$ cat src/rtl/booth_mult_seq.sv
// Sequential radix-2 Booth multiplier: one multiplier bit pair per clock into a 2*WIDE accumulator.
// Optional BOOTH_EARLY_EXIT_EN ends the scan once all remaining multiplier bits are equal.
module booth_mult_seq #(
  parameter int WIDE = 8
) (
  input  logic              clk,
  input  logic              rst_n,
  input  logic              in_valid,
  output logic              in_ready,
  input  logic [WIDE-1:0]   x,
  input  logic [WIDE-1:0]   y,
  output logic              out_valid,
  input  logic              out_ready,
  output logic [2*WIDE-1:0] product,
  output logic              busy
);

  localparam int PW = 2 * WIDE;
  localparam int CW = $clog2(WIDE + 1);
  localparam logic [CW-1:0] LAST = CW'(WIDE - 1);

  typedef enum logic [1:0] {IDLE, RUN, DONE} state_t;

  state_t          state_q, state_d;
  logic [WIDE-1:0] x_q;
  logic [WIDE:0]   y_q;
  logic [PW-1:0]   acc_q, acc_d;
  logic [PW-1:0]   product_q;
  logic [CW-1:0]   cnt_q;

  logic [1:0]      pair;
  logic [PW-1:0]   sx, addend, operand;
  logic            sub;
  logic            last_pair;

  // y_q carries the implicit y[-1]=0 in bit 0, so pair i sits at y_q[i+1:i]
  assign pair   = y_q[cnt_q +: 2];
  assign sx     = {{WIDE{x_q[WIDE-1]}}, x_q};
  assign addend = sx << cnt_q;
  assign sub    = (pair == 2'b10);

  always_comb begin
    operand = '0;
    if (pair == 2'b01) operand = addend;
    else if (sub)      operand = ~addend;
  end

  // Single shared adder; subtraction uses the inverted addend plus carry-in.
  assign acc_d = acc_q + operand + {{(PW-1){1'b0}}, sub};

`ifdef BOOTH_EARLY_EXIT_EN
  logic [WIDE:0] y_rest;
  // Bits above the current pair all equal -> every later pair is 00/11.
  assign y_rest    = $signed(y_q) >>> (cnt_q + CW'(1));
  assign last_pair = (cnt_q == LAST) || (y_rest == '0) || (&y_rest);
`else
  assign last_pair = (cnt_q == LAST);
`endif

  always_ff @(posedge clk or negedge rst_n) begin
    if (!rst_n) state_q <= IDLE;
    else        state_q <= state_d;
  end

  always_comb begin
    state_d = state_q;
    case (state_q)
      IDLE:    if (in_valid)  state_d = RUN;
      RUN:     if (last_pair) state_d = DONE;
      DONE:    if (out_ready) state_d = IDLE;
      default: state_d = IDLE;
    endcase
  end

  always_comb begin
    in_ready  = (state_q == IDLE);
    out_valid = (state_q == DONE);
    busy      = (state_q != IDLE);
    product   = product_q;
  end

  always_ff @(posedge clk or negedge rst_n) begin
    if (!rst_n) begin
      x_q       <= '0;
      y_q       <= '0;
      acc_q     <= '0;
      cnt_q     <= '0;
      product_q <= '0;
    end else begin
      case (state_q)
        IDLE: if (in_valid) begin
          x_q   <= x;
          y_q   <= {y, 1'b0};
          acc_q <= '0;
          cnt_q <= '0;
        end
        RUN: begin
          acc_q <= acc_d;
          cnt_q <= cnt_q + CW'(1);
          if (last_pair) product_q <= acc_d;
        end
        default: ;
      endcase
    end
  end

endmodule
$ cat config.mk
export PLATFORM = sky130hd
export DESIGN_NAME = booth_mult_seq
export DESIGN_NICKNAME = d
export VERILOG_FILES = /design/src/rtl/booth_mult_seq.sv
export SDC_FILE = /design/constraint.sdc
export NUM_CORES = 1
export LEC_CHECK = 0
export ABC_AREA = 1
export ABC_CLOCK_PERIOD_IN_PS = 9200
export BUFFER_PORTS_ARGS = -buffer_cell sky130_fd_sc_hd__buf_2
export CORE_UTILIZATION = 48
export DETAILED_ROUTE_END_ITERATION = 8
export GPL_ROUTABILITY_DRIVEN = 0
export PLACE_DENSITY = 0.67
export SYNTH_ARGS = -nofsm -noshare
export SYNTH_HDL_FRONTEND = slang
export SYNTH_SLANG_ARGS = --single-unit
$ cat constraint.sdc
create_clock -name clk -period 9.2 [get_ports clk]
set_input_delay 1.84 -clock clk [delete_from_list [all_inputs] [get_ports clk]]
set_output_delay 1.84 -clock clk [all_outputs]
set_load 0.05 [all_outputs]
# Word level (Yosys, flattened, before mapping)
# Cells that the tools add are included.
# Widths: inputs -> output; s select.
# classes
n_eq_ne	8
addsub	3
muxes	10
bitwise_logic	1
reduce_logical	7
n_shift	2
# ops
op	n
$mux 16	3
$pmux 16 s2	1
$add 16x1->16	1
$add 16x16->16	1
$not 16->16	1
$shl 16x4->16	1
$shiftx 9x5->2	1
$pmux 4 s2	1
$mux 2	3
$pmux 2 s3	1
$reduce_and 2->1	3
$add 4x1->4 const B	1
$eq 2x1->1 const B	2
$eq 2x2->1 const B	2
$eq 4x3->1 const B	1
$mux 4	1
$ne 2x2->1 const B	2
$reduce_bool 2->1	2
$reduce_and 3->1	1
$logic_not 2->1	1
$ne 2x1->1 const B	1
# word_totals
inputBits	20
out_inout_bits	19
ff_bits	54
wordCells	37

# Logic depth before layout (Yosys ltp)
# logic_depth
word_depth	7
depth_mapped	22
depth_no_buf	21

# Least setup slack after synthesis
# OpenSTA, ideal clock, no wires.
# synth_timing
path_type	reg2out
startpoint	register state_q[1]
endpoint	output busy
n_path_buf	0
arrival_time_ns	1.585
required_time_ns	7.360
slack_ns	5.775
path_stages_with_launch	3
cell_sequence	dfrtp_1 nor2_1 inv_1
# synth_between
elab_chain_len	1
# synth_rtl
item	line_no	rtl
from (decl)	24	state_t state_q, state_d;
from (signal assigned)	62	else state_q <= state_d;
$reduce_bool 2->1	78	busy = (state_q != IDLE);
to (decl)	15	output logic busy
# No other way between the ends.

# Final worst setup path
# layout_timing
startpoint	register cnt_q[2]
endpoint	register acc_q[12]
# layout_between
elab_chain_len	7
word_cells_on_any_way	10
classes_between	add/sub (2); eq/ne (2); shift (2); mux (3); bitwise (1)
# layout_rtl
item	line_no	rtl
from (decl)	29	logic [CW-1:0] cnt_q;
from (signal assigned)	99	cnt_q <= cnt_q + CW'(1);
$shiftx 9x5->2 or $shl 16x4->16 (tied branches)	37, 39	
$eq 2x2->1 or $not 16->16 (tied branches)	40, 45	
$mux 16	45	else if (sub) operand = ~addend;
$mux 16	44	if (pair == 2'b01) operand = addend;
$add 16x16->16	49	assign acc_d = acc_q + operand + {{(PW-1){1'b0}}, sub};
$add 16x1->16 *	49	
$pmux 16 s2 *	90	case (state_q)
to (signal assigned)	86	acc_q <= '0;
to (signal assigned)	94	acc_q <= '0;
to (signal assigned)	98	acc_q <= acc_d;
to (decl)	27	logic [PW-1:0] acc_q, acc_d;
# Mark *: on every way between the ends. The rest lies on a longest branch, timed or not.
# A chain may end at the register's enable or synchronous reset.

==> out/results.ini <==
[outcome]
status=complete, no violations

[sta]
drv_slew=0
finalHoldViolations=0
grt_setup_unrepaired=no
fin_tns_setup_ns=0
fin_crit_sh_pct=42.9
min_period_ns=3.95
relSlewSlack_pct=42.1
worstMarginPinSlew_ns=0.866
clock.fmax_mhz=253
setup_viol=0
finClkSkew_ns=0.0108

[cells_and_area]
n_fill_cell=741
drive_gt1_share_pct=17.8
n_antenna_cell=0
areaGrowthSynthToFinish_pct=8.37
fin_nets=541

[yosys]
synth.most_common_cell=nand2_1
ys_warn_count=0
synth_top_flop_cell=dfrtp_1
ys_ff_latch=54
synth_cell_type_count=40
synth_area_um2=3630
yosysTopAreaCell=dfrtp_1
synth_top_area_share_pct=37.2
synth_edf_count=0
synth_area_leaders=dfrtp_1, nand2_1, o21ai_0, ha_1, nand3_1
syn_inst=475
synth_area_per_cell_um2=7.64
synth_fp_nets=512
yosysSeqAreaShare_pct=37.2
netlist_top_cells_count=nand2_1, dfrtp_1, o21ai_0, inv_1, nand3_1
synthArstFlopShare_pct=100

[routing]
wl_mm=7.87
drtIter0Drc=136
route.detailed.wl_per_inst_um=13.0
route.detailed.drc=0
first_pass_iters=4
via_per_inst=5.23
vias=3160
antenna_left=0

[global_routing]
grt_overflow=0
grt_use_total_pct=21.9
grt_pass1_vias=2870
grt_first_pass_wirelength_mm=13.4
antenna_found_initial=0
grt_max_degree=55

[worst_setup_path]
cp-start-kind=flop
crit_required_ns=9.39
rr_worst_depth=16
reg2reg_from=cnt_q[2]$_DFFE_PN0P_
end_kind=flop
crit_fanout=20
crit_path_end=acc_q[12]$_DFFE_PN0P_
r2r_end=acc_q[12]$_DFFE_PN0P_
worstSetupStartpoint=cnt_q[2]$_DFFE_PN0P_
arrival_ns=4.14
critical_path_class=flop to flop
reg2reg_setup_slack_ns=5.25

[clocking]
cts_hold_buf=0
cts_buffer_depth=2
path_clk_slew_ns=0.10
htreeDepth=2
cts_sinks=54
numCtsBuffers=5
post_cts_resized=0
cts_setup_buffers=0
cts_tree=done
root_buffer=clkbuf_8
insertion_delay_ns=0.32

[floorplanning]
die_w_um=89.0
fp.dieH_um=89.0
core-area_um2=7290
io_pins=39
initial_core_util_pct=49.8
std_cell_rows=31
die_area_um2=7920

[placed_design]
dp_hpwl_mm=5.86
port-buffer-count=38

[flow_run]
maxCapViolCount=0

[worst_hold_path]
min_path_type=flop to flop

[cell families after synthesis]
family          after synthesis  synth area share (%)
fa+ha+maj                    17                  6.27
xor+xnor                      9                  2.17
simple gates                228                  29.4
flops                        54                  37.2
mux                           8                  2.48
buf+inv                      61                  7.72
compound gates               98                  14.7
[state kept, by name, summed over array words and instances (netlist names)]
register and count:
acc_q 16, product 16, x_q 8, y_q 8, cnt_q 4, state_q 2
[metrics by stage]
step / area [um2] / utilization [%] / setup slack, ns / hold WS (ns) / std cells
floorplan: 3630 / - / 5.77 / 0.456 / 475
global placement: 3840 / 52.7 / 5.41 / 0.451 / 596
detailed placement: 3840 / 52.7 / 5.34 / 0.467 / 596
CTS: 3940 / 54.0 / 5.31 / 0.493 / 604
global route: 3940 / 54.0 / 4.94 / 0.514 / 604
finish: 3940 / 54.0 / 5.25 / 0.485 / 604
[placed cells by master (no fill, tap or decap), types with 5 or more instances in the layout]
cell type  Yosys  routed
o21ai_0       46      46
nand3_1       37      37
buf_2          5      38
xor2_1         5       5
nor2_1        22      22
o21ai_1        9       9
inv_1         39      39
clkbuf_8       0       5
a21oi_1       28      28
nand2_2       11      11
nand2_1      132     132
mux2_2         8       8
dfrtp_1       54      54
nand3_2       10      10
ha_1          15      15
[per-layer routing]
layer	vias up	GRT usage (%)	part of all wire, %
met2	77	35.6	45
met5	-	0	0
li1	1626	-	-
met4	0	6.93	1.7
met3	14	2.77	4.6
met1	1443	30.5	49
[critical path, cell delays in order, from the launching register on]
cell      delay, ns
dfrtp_1        0.77
inv_1          0.38
nand3_1        0.21
nand3_2        0.13
nand3_2        0.18
a21oi_1        0.09
fa_1           0.43
fa_1           0.42
nand3_1        0.08
nand3_1        0.10
a21oi_1        0.31
inv_1          0.10
nand2_1        0.07
nand2_1        0.07
a21boi_1       0.16
xor2_1         0.24
o21ai_1        0.09
[worst min path at each step]
stage | startpoint | end | cells after the start
after floorplan | acc_q[13]$_DFFE_PN0P_ | acc_q[13]$_DFFE_PN0P_ | 2
after global placement | product[2]$_DFFE_PN0P_ | product[2]$_DFFE_PN0P_ | 2
after detailed placement | product[2]$_DFFE_PN0P_ | product[2]$_DFFE_PN0P_ | 2
after CTS | product[2]$_DFFE_PN0P_ | product[2]$_DFFE_PN0P_ | 2
after global routing | product[1]$_DFFE_PN0P_ | product[1]$_DFFE_PN0P_ | 2
final | product[2]$_DFFE_PN0P_ | product[2]$_DFFE_PN0P_ | 2
[final cells by class]
class / instances / area, um2 / area share, %
multi-input combinational: 360 / 2000 / 50.8
clock inverter: 3 / 21.3 / 0.541
clock buffer: 5 / 68.8 / 1.75
sequential: 54 / 1350 / 34.3
tap: 99 / 124 / 3.15
timing repair buffer: 39 / 198 / 5.02
inverter: 44 / 173 / 4.39
Power is not shown: default switching activity piles up to over one toggle a cycle in this logic, so the estimate is an artifact.
